**src/rtl/aes_pkg.sv**
```systemverilog
// Shared AES datapath definitions: state geometry, FSM encoding and byte-position helpers.
package aes_pkg;

  localparam int unsigned AES_NB_BYTES = 16;
  localparam int unsigned AES_STATE_W  = 128;
  localparam int unsigned AES_IDX_W    = 4;
  localparam int unsigned AES_LSB_W    = 7;

  typedef enum logic [1:0] {
    ST_IDLE = 2'd0,
    ST_RUN  = 2'd1,
    ST_DONE = 2'd2
  } aes_fsm_e;

  // Byte i = r + 4c lives at [127-8i -: 8]; its lsb is 8*(15-i), and 15-i is ~i in 4 bits.
  function automatic logic [AES_LSB_W-1:0] byte_lsb(input logic [1:0] r, input logic [1:0] c);
    return {~{c, r}, 3'b000};
  endfunction

  function automatic logic [AES_IDX_W-1:0] byte_idx(input logic [1:0] r, input logic [1:0] c);
    return {c, r};
  endfunction

  // ShiftRows moves (r,c) to (r, c-r mod 4).
  function automatic logic [AES_IDX_W-1:0] shift_dst(input logic [1:0] r, input logic [1:0] c);
    return byte_idx(r, 2'(c - r));
  endfunction

endpackage

```
**src/rtl/sbox.sv**
```systemverilog
// AES forward S-box: GF(2^8) inverse (x^254) followed by the FIPS-197 affine transform.
module sbox (
  input  logic [7:0] a,
  output logic [7:0] y
);

  function automatic logic [7:0] gf_mul(input logic [7:0] x, input logic [7:0] z);
    logic [7:0] p;
    logic [7:0] acc;
    p   = x;
    acc = 8'h00;
    for (int i = 0; i < 8; i++) begin
      if (z[i]) acc = acc ^ p;
      p = {p[6:0], 1'b0} ^ (p[7] ? 8'h1b : 8'h00);
    end
    return acc;
  endfunction

  logic [7:0] sq;
  logic [7:0] inv;

  // Square-and-multiply over exponents 2,4,...,128 (sum 254); zero maps to zero naturally.
  always_comb begin
    sq  = a;
    inv = 8'h01;
    for (int i = 0; i < 7; i++) begin
      sq  = gf_mul(sq, sq);
      inv = gf_mul(inv, sq);
    end
    y = inv ^ {inv[6:0], inv[7]} ^ {inv[5:0], inv[7:6]} ^ {inv[4:0], inv[7:5]}
        ^ {inv[3:0], inv[7:4]} ^ 8'h63;
  end

endmodule

```
**src/rtl/aes_sub_shift_serial.sv**
```systemverilog
// Byte-serial SubBytes + optional ShiftRows: one shared S-box, 16 cycles per state.
module aes_sub_shift_serial
  import aes_pkg::*;
#(
  parameter bit SHIFT_ROWS = 1'b1
) (
  input  logic                   clk,
  input  logic                   rst,
  input  logic                   in_valid,
  output logic                   in_ready,
  input  logic [AES_STATE_W-1:0] state_in,
  output logic                   out_valid,
  input  logic                   out_ready,
  output logic [AES_STATE_W-1:0] state_out,
  output logic                   busy
);

  aes_fsm_e               state;
  aes_fsm_e               state_nxt;
  logic                   accept;
  logic [AES_IDX_W-1:0]   cnt;
  logic [AES_STATE_W-1:0] in_reg;
  logic [AES_STATE_W-1:0] out_reg;
  logic [AES_IDX_W-1:0]   dst;
  logic [AES_LSB_W-1:0]   src_lsb;
  logic [AES_LSB_W-1:0]   dst_lsb;
  logic [7:0]             sub_in;
  logic [7:0]             sub_out;

  // Next-state logic; acceptance only in IDLE, where in_ready is high.
  always_comb begin
    state_nxt = state;
    accept    = 1'b0;
    case (state)
      ST_IDLE: begin
        if (in_valid) begin
          accept    = 1'b1;
          state_nxt = ST_RUN;
        end
      end
      ST_RUN: begin
        if (cnt == 4'(AES_NB_BYTES - 1)) state_nxt = ST_DONE;
      end
      ST_DONE: begin
        if (out_ready) state_nxt = ST_IDLE;
      end
      default: state_nxt = ST_IDLE;
    endcase
  end

  // cnt = {c, r}: select the source byte and its write-back slot.
  always_comb begin
    src_lsb = byte_lsb(cnt[1:0], cnt[3:2]);
    dst     = SHIFT_ROWS ? shift_dst(cnt[1:0], cnt[3:2]) : cnt;
    dst_lsb = byte_lsb(dst[1:0], dst[3:2]);
    sub_in  = in_reg[src_lsb +: 8];
  end

  sbox u_sbox (
    .a (sub_in),
    .y (sub_out)
  );

  always_ff @(posedge clk) begin
    if (rst) begin
      state     <= ST_IDLE;
      cnt       <= '0;
      in_reg    <= '0;
      out_reg   <= '0;
      in_ready  <= 1'b1;
      out_valid <= 1'b0;
      busy      <= 1'b0;
    end else begin
      state     <= state_nxt;
      in_ready  <= (state_nxt == ST_IDLE);
      out_valid <= (state_nxt == ST_DONE);
      busy      <= (state_nxt != ST_IDLE);
      if (accept) begin
        in_reg <= state_in;
        cnt    <= '0;
      end
      if (state == ST_RUN) begin
        out_reg[dst_lsb +: 8] <= sub_out;
        cnt                   <= cnt + 4'd1;
      end
    end
  end

  assign state_out = out_reg;

endmodule

```
**config.mk**
```make
export PLATFORM = sky130hd
export DESIGN_NAME = aes_sub_shift_serial
export DESIGN_NICKNAME = d
export VERILOG_FILES = /design/src/rtl/aes_pkg.sv /design/src/rtl/sbox.sv /design/src/rtl/aes_sub_shift_serial.sv
export SDC_FILE = /design/constraint.sdc
export NUM_CORES = 1
export LEC_CHECK = 0
export BUFFER_PORTS_ARGS = -buffer_cell sky130_fd_sc_hd__buf_2
export CAP_MARGIN = 20
export CORE_MARGIN = 4
export CORE_UTILIZATION = 35
export DETAILED_ROUTE_END_ITERATION = 7
export PLACE_DENSITY = 0.57
export SYNTH_ARGS = -nofsm -noshare
export SYNTH_HDL_FRONTEND = slang
export SYNTH_SLANG_ARGS = --single-unit
```
**constraint.sdc**
```tcl
create_clock -name clk -period 23.9 [get_ports clk]
set_input_delay 1.195 -clock clk [delete_from_list [all_inputs] [get_ports clk]]
set_output_delay 1.195 -clock clk [all_outputs]
set_load 0.05 [all_outputs]
```
==> Yosys cells after proc, flatten, opt, wreduce, memory -nomap -nowiden <==
Cells that the tools add are included.
{ "totals": {"register_bits": 265, "wordCells": 429} }
{ "op_classes": {"shifts": 3, "reduce_logical": 4, "n_eq_ne": 4, "n_mux": 212, "n_bitwise": 196, "addsub": 3} }
{ "op_table": {"columns": ["cell", "n"], "rows": [
  ["$xor A8 B8 Y8", 186],
  ["$mux W8", 105],
  ["$mux W5", 92],
  ["$bwmux W128", 1],
  ["$shift A8 B9 Y128 const A", 1],
  ["$shiftx A128 B8 Y8", 1],
  ["$shiftx A8 B9 Y128", 1],
  ["$mux W4", 3],
  ["$not A4 Y4", 3],
  ["$neg A7 Y9", 1],
  ["$mux W2", 4],
  ["$mux W7", 1],
  ["$not A1 Y1 const A", 7],
  ["$mux W6", 1],
  ["$pmux W2 S3", 1],
  ["$add A4 B1 Y4 const B", 1],
  ["$eq A2 B2 Y1 const B", 2],
  ["$eq A4 B4 Y1 const B", 1],
  ["$logic_not A2 Y1", 2],
  ["$reduce_bool A2 Y1", 2],
  ["$mux W1", 3],
  ["$mux W3", 1],
  ["$eq A2 B1 Y1 const B", 1],
  ["$sub A2 B2 Y2", 1]
]} }

==> Longest topological paths before layout <==
{ "depth": {"depth_word": 136, "ltp_mapped": 77, "ltp_nobuf": 62} }

==> By module <==
From an unflattened synthesis, not the netlist that was laid out.
{ "unflattened": {"cells_unflattened": 3148, "area_unflattened_um2": 26185.1} }
{ "modules_own_cells": {"columns": ["mod", "area_each_um2", "cells_per_inst", "instances", "seq_area_each_um2"], "rows": [
  ["sbox", 15220.8, 1942, 1, 0.0],
  ["aes_sub_shift_serial", 10964.3, 1206, 1, 5305.1]
]} }

==> Worst setup path after synthesis <==
No wires, ideal clock.
{ "synth_path": {"path_type": "flip-flop to flip-flop", "start": "register cnt[0]", "end": "register out_reg[108], in the netlist state_out[108]", "required_time_ps": 23783, "n_path_buf": 10, "synth_period_minus_slack_ps": 16906, "arrival_ps": 16789, "slack_ps": 6994, "stages_incl_launch_ff": 70, "cell_sequence": "dfxtp_1 -> buf_4 -> mux4_2 -> mux2i_2 -> mux2_1 -> inv_2 -> buf_4 -> ha_1 -> inv_1 -> clkbuf_1 -> a21o_1 -> nand3_1 -> xor2_2 -> inv_2 -> buf_1 -> buf_1 -> ha_1 -> inv_1 -> [34 not listed] -> o21ai_0 -> and4_1 -> o31ai_1 -> a21o_1 -> nand3_1 -> xnor2_1 -> mux2_2 -> xnor2_1 -> a41o_1 -> o31a_1 -> o31ai_1 -> xnor2_1 -> nor2_1 -> xnor2_1 -> xnor2_4 -> xor3_2 -> buf_4 -> a22o_1"} }
{ "synth_via": {"elab_chain_len": 133, "word_cells_on_any_way": 398} }
{ "synth_rtl": {"columns": ["element", "line", "source"], "rows": [
  ["from (decl)", "aes_sub_shift_serial.sv:21", "logic [AES_IDX_W-1:0] cnt;"],
  ["from (signal assigned)", "aes_sub_shift_serial.sv:84", "cnt <= cnt + 4'd1;"],
  ["$not A4 Y4", "aes_pkg.sv:17", "return {~{c, r}, 3'b000};"],
  ["$shiftx A128 B8 Y8", "aes_sub_shift_serial.sv:56", "sub_in = in_reg[src_lsb +: 8];"],
  ["$mux W5, or another cell as far along", "sbox.sv:14", "p = {p[6:0], 1'b0} ^ (p[7] ? 8'h1b : 8'h00);"],
  ["$xor A8 B8 Y8, on equally long branches", "sbox.sv:14, sbox.sv:13", null],
  ["$xor A8 B8 Y8 / $mux W8 (equally long branches)", "sbox.sv:13", "if (z[i]) acc = acc ^ p;"],
  ["$mux W8 / $xor A8 B8 Y8 (equally long branches)", "sbox.sv:13", null],
  ["$xor A8 B8 Y8 / $mux W8 (equally long branches)", "sbox.sv:13", null],
  ["$mux W8 / $xor A8 B8 Y8 (equally long branches)", "sbox.sv:13", null],
  ["[115 not listed]", null, null],
  ["$mux W8", "sbox.sv:13", null],
  ["$xor A8 B8 Y8", "sbox.sv:13", null],
  ["$mux W8", "sbox.sv:13", null],
  ["$xor A8 B8 Y8 (3 in a row)", "sbox.sv:30", "y = inv ^ {inv[6:0], inv[7]} ^ {inv[5:0], inv[7:6]} ^ {inv[4:0], inv[7:5]}"],
  ["$xor A8 B8 Y8", "sbox.sv:31", "^ {inv[3:0], inv[7:4]} ^ 8'h63;"],
  ["$not A4 Y4 (no source line)", null, null],
  ["$shiftx A8 B9 Y128", "aes_sub_shift_serial.sv:83", "out_reg[dst_lsb +: 8] <= sub_out;"],
  ["$bwmux W128 *", "aes_sub_shift_serial.sv:83", null],
  ["to (signal, indexed assignment)", "aes_sub_shift_serial.sv:83", null],
  ["to (decl)", "aes_sub_shift_serial.sv:23", "logic [AES_STATE_W-1:0] out_reg;"]
]} }
Mark *: on every way between the ends. The rest lies on a longest branch, timed or not.
A chain may end at the register's enable or synchronous reset.

==> Worst setup path in the final report <==
{ "layout_path": {"start": "register cnt[2]", "end": "register out_reg[100], in the netlist state_out[100]"} }
The elaborated chain is that of the path after synthesis.

==> metrics.txt <==
first-pass GRT wire length=between 100000 and 150000 um; drt wl/cell=19.2 um; critical path arrival=around 21 ns; R2R Setup Slk=2.99 ns; Post-CTS Setup Inserts=0; Fin. Hold Viols=0; die height=about 280 um; Mapped Avg Cell Area=between 7 and 8 um^2; die area=roughly 0.078 mm^2; crit share post-route=0.875; CP most frequent cell=xnor2_1; WHS=between 0.4 and 0.5 ns; most common cell after layout, fill and taps aside=nand2_1; via-per-instance ratio=between 5 and 6; Skew-Pair Late Insertion Delay=~0.56 ns; clock tree buffer depth=3; Worst Hold Class=flip-flop to flip-flop; outcome=finished, final reports clean; Reg clk slew, reported paths=around 0.070 ns; fraction of layout cells with a size suffix above 1=0.166; crit end category=flip-flop; final worst path period need=between 20 and 25 ns; Ports=roughly 260; Max FO, Critical Path=32; Slowest-stage cell, CP=nor2_1; max incr delay on CP=approximately 0.81 ns; ys flop type=dfxtp_1; post-synthesis cell area=between 0.02 and 0.03 mm^2; drt pass-1 iters=5; via count=23.9k; cts hold-fix bufs=0; DIE WIDTH=279 um; synthesized flop and latch total=around 270; startpoint types=flip-flop; top cell type by total area after synthesis=dfxtp_1; sequential share of the synthesized area=0.206; most frequent cells in the layout=nand2_1, xnor2_1, nor2_1; Post-synth ARST share=0; Req. time, crit path=24.30 ns; syn_nets=between 3k and 4k; # DRC=0; Yosys top cell area share=0.206; CTS sink count=265; FMAX=about 0.048 GHz; final net count=3536; TritonCTS clock tree=built; final wirelength=roughly 84000 um; Detailed Place HPWL=61600 um; vias in the first global route=22.2k; initial antenna violation count=5; CP bufs+invs=9; max-slew violations=0; cts bufs inserted=26; final setup fails=0; Worst-Margin Slew=1.14 ns; # Max-Cap Violations=0; Crit path max-delay family=compound AO/OA/AOI/OAI gates; clock skew=0.0173 ns; Syn Inst Count=3232; Setup CP Type=flip-flop to flip-flop; I/O Buffers=262; Syn-to-layout area delta=12.4%; cts repair resizes=0; Root Buffer=clkbuf_16; starting DRC count in detailed routing=between 2k and 2.5k; H-tree levels=1; Initial Utilization=0.353; pin count of the biggest net entering global routing=98; Routed Antenna Nets=0; Distinct cells, synth=between 100 and 150; Core ar.=roughly 0.073 mm^2; yosys warns=0; Synth area leaders=dfxtp_1, xnor2_1, nand2_1, a21oi_1, nor2_1; total track usage=0.204; Post-synth EDFFs=0; Slew headroom=0.237; Total Neg Setup Slack=0 ns; Final Wtd Congestion=0.889; gr ovfl total=0; # rows=99; RSZ-0062 raised after global routing=false
cells in the mapped netlist (11+ instances only):
cell	count
dfxtp_1	265
a21oi_1	274
xor2_1	119
buf_2	28
buf_4	19
mux2i_1	120
nor3_1	58
buf_1	19
xnor2_1	407
nor2_1	339
xnor3_1	51
xnor2_4	17
mux2_2	18
a22oi_1	26
nand2b_1	19
clkbuf_1	142
mux4_2	18
nand2_1	514
a22o_1	107
o21ai_1	11
nor4_1	13
inv_1	13
or3_1	18
a31oi_1	24
nand3_1	70
and3_1	16
and2_1	22
o21ai_0	88
o211ai_1	17
xnor2_2	29
o22ai_1	33
nor2b_1	11
ha_1	12
o31ai_1	14
a211oi_1	25
worst paths after layout:
| kind | to | from | depth (start not counted) |
|---|---|---|---|
| worst min-delay path | in_reg[109] | in_reg[109] | 2 |
| worst max register to register | state_out[100] | cnt[2] | 66 |
| worst min register to register | in_reg[109] | in_reg[109] | 2 |
| worst max-delay path | state_out[100] | cnt[2] | 66 |
cell families after synthesis:
group           synth area share
xor+xnor                   0.282
simple gates               0.192
fa+ha+maj                0.00622
flops                      0.206
buf+inv                   0.0424
mux                       0.0770
compound gates             0.195
metrics by stage:
stage               area (um^2)  cells   util  worst slack (ns)
floorplan                 25800   3232      -              6.99
global placement          28100   4322  0.385              3.29
detailed placement        28100   4322  0.385              3.14
CTS                       28900   4370  0.396              3.03
global route              28900   4371  0.397              1.31
finish                    28900   4374  0.397              2.99
metal layers:
layer | track usage | wire [um] | up-vias
met5 | 0 | 0 | -
met4 | 0.0339 | 1510 | 0
met3 | 0.0223 | 4930 | 95
met2 | 0.336 | 38200 | 748
met1 | 0.292 | 39500 | 11400
li1 | - | - | 11600
area by class of cell:
type,count,area (um^2)
sequential,265,5310
fill,7547,44000
timing repair buffer,347,1960
tap,959,1200
clock inverter,16,181
inverter,29,110
multi-input combinational,2723,19500
antenna,3,7.51
clock buffer,32,693
tightest hold or removal path, cell delays in order (launching register included):
cell and delay (ns):
dfxtp_1 0.31, nand2_1 0.05, a21oi_1 0.05
Power is not shown: default switching activity piles up to over one toggle a cycle in this logic, so the estimate is an artifact.
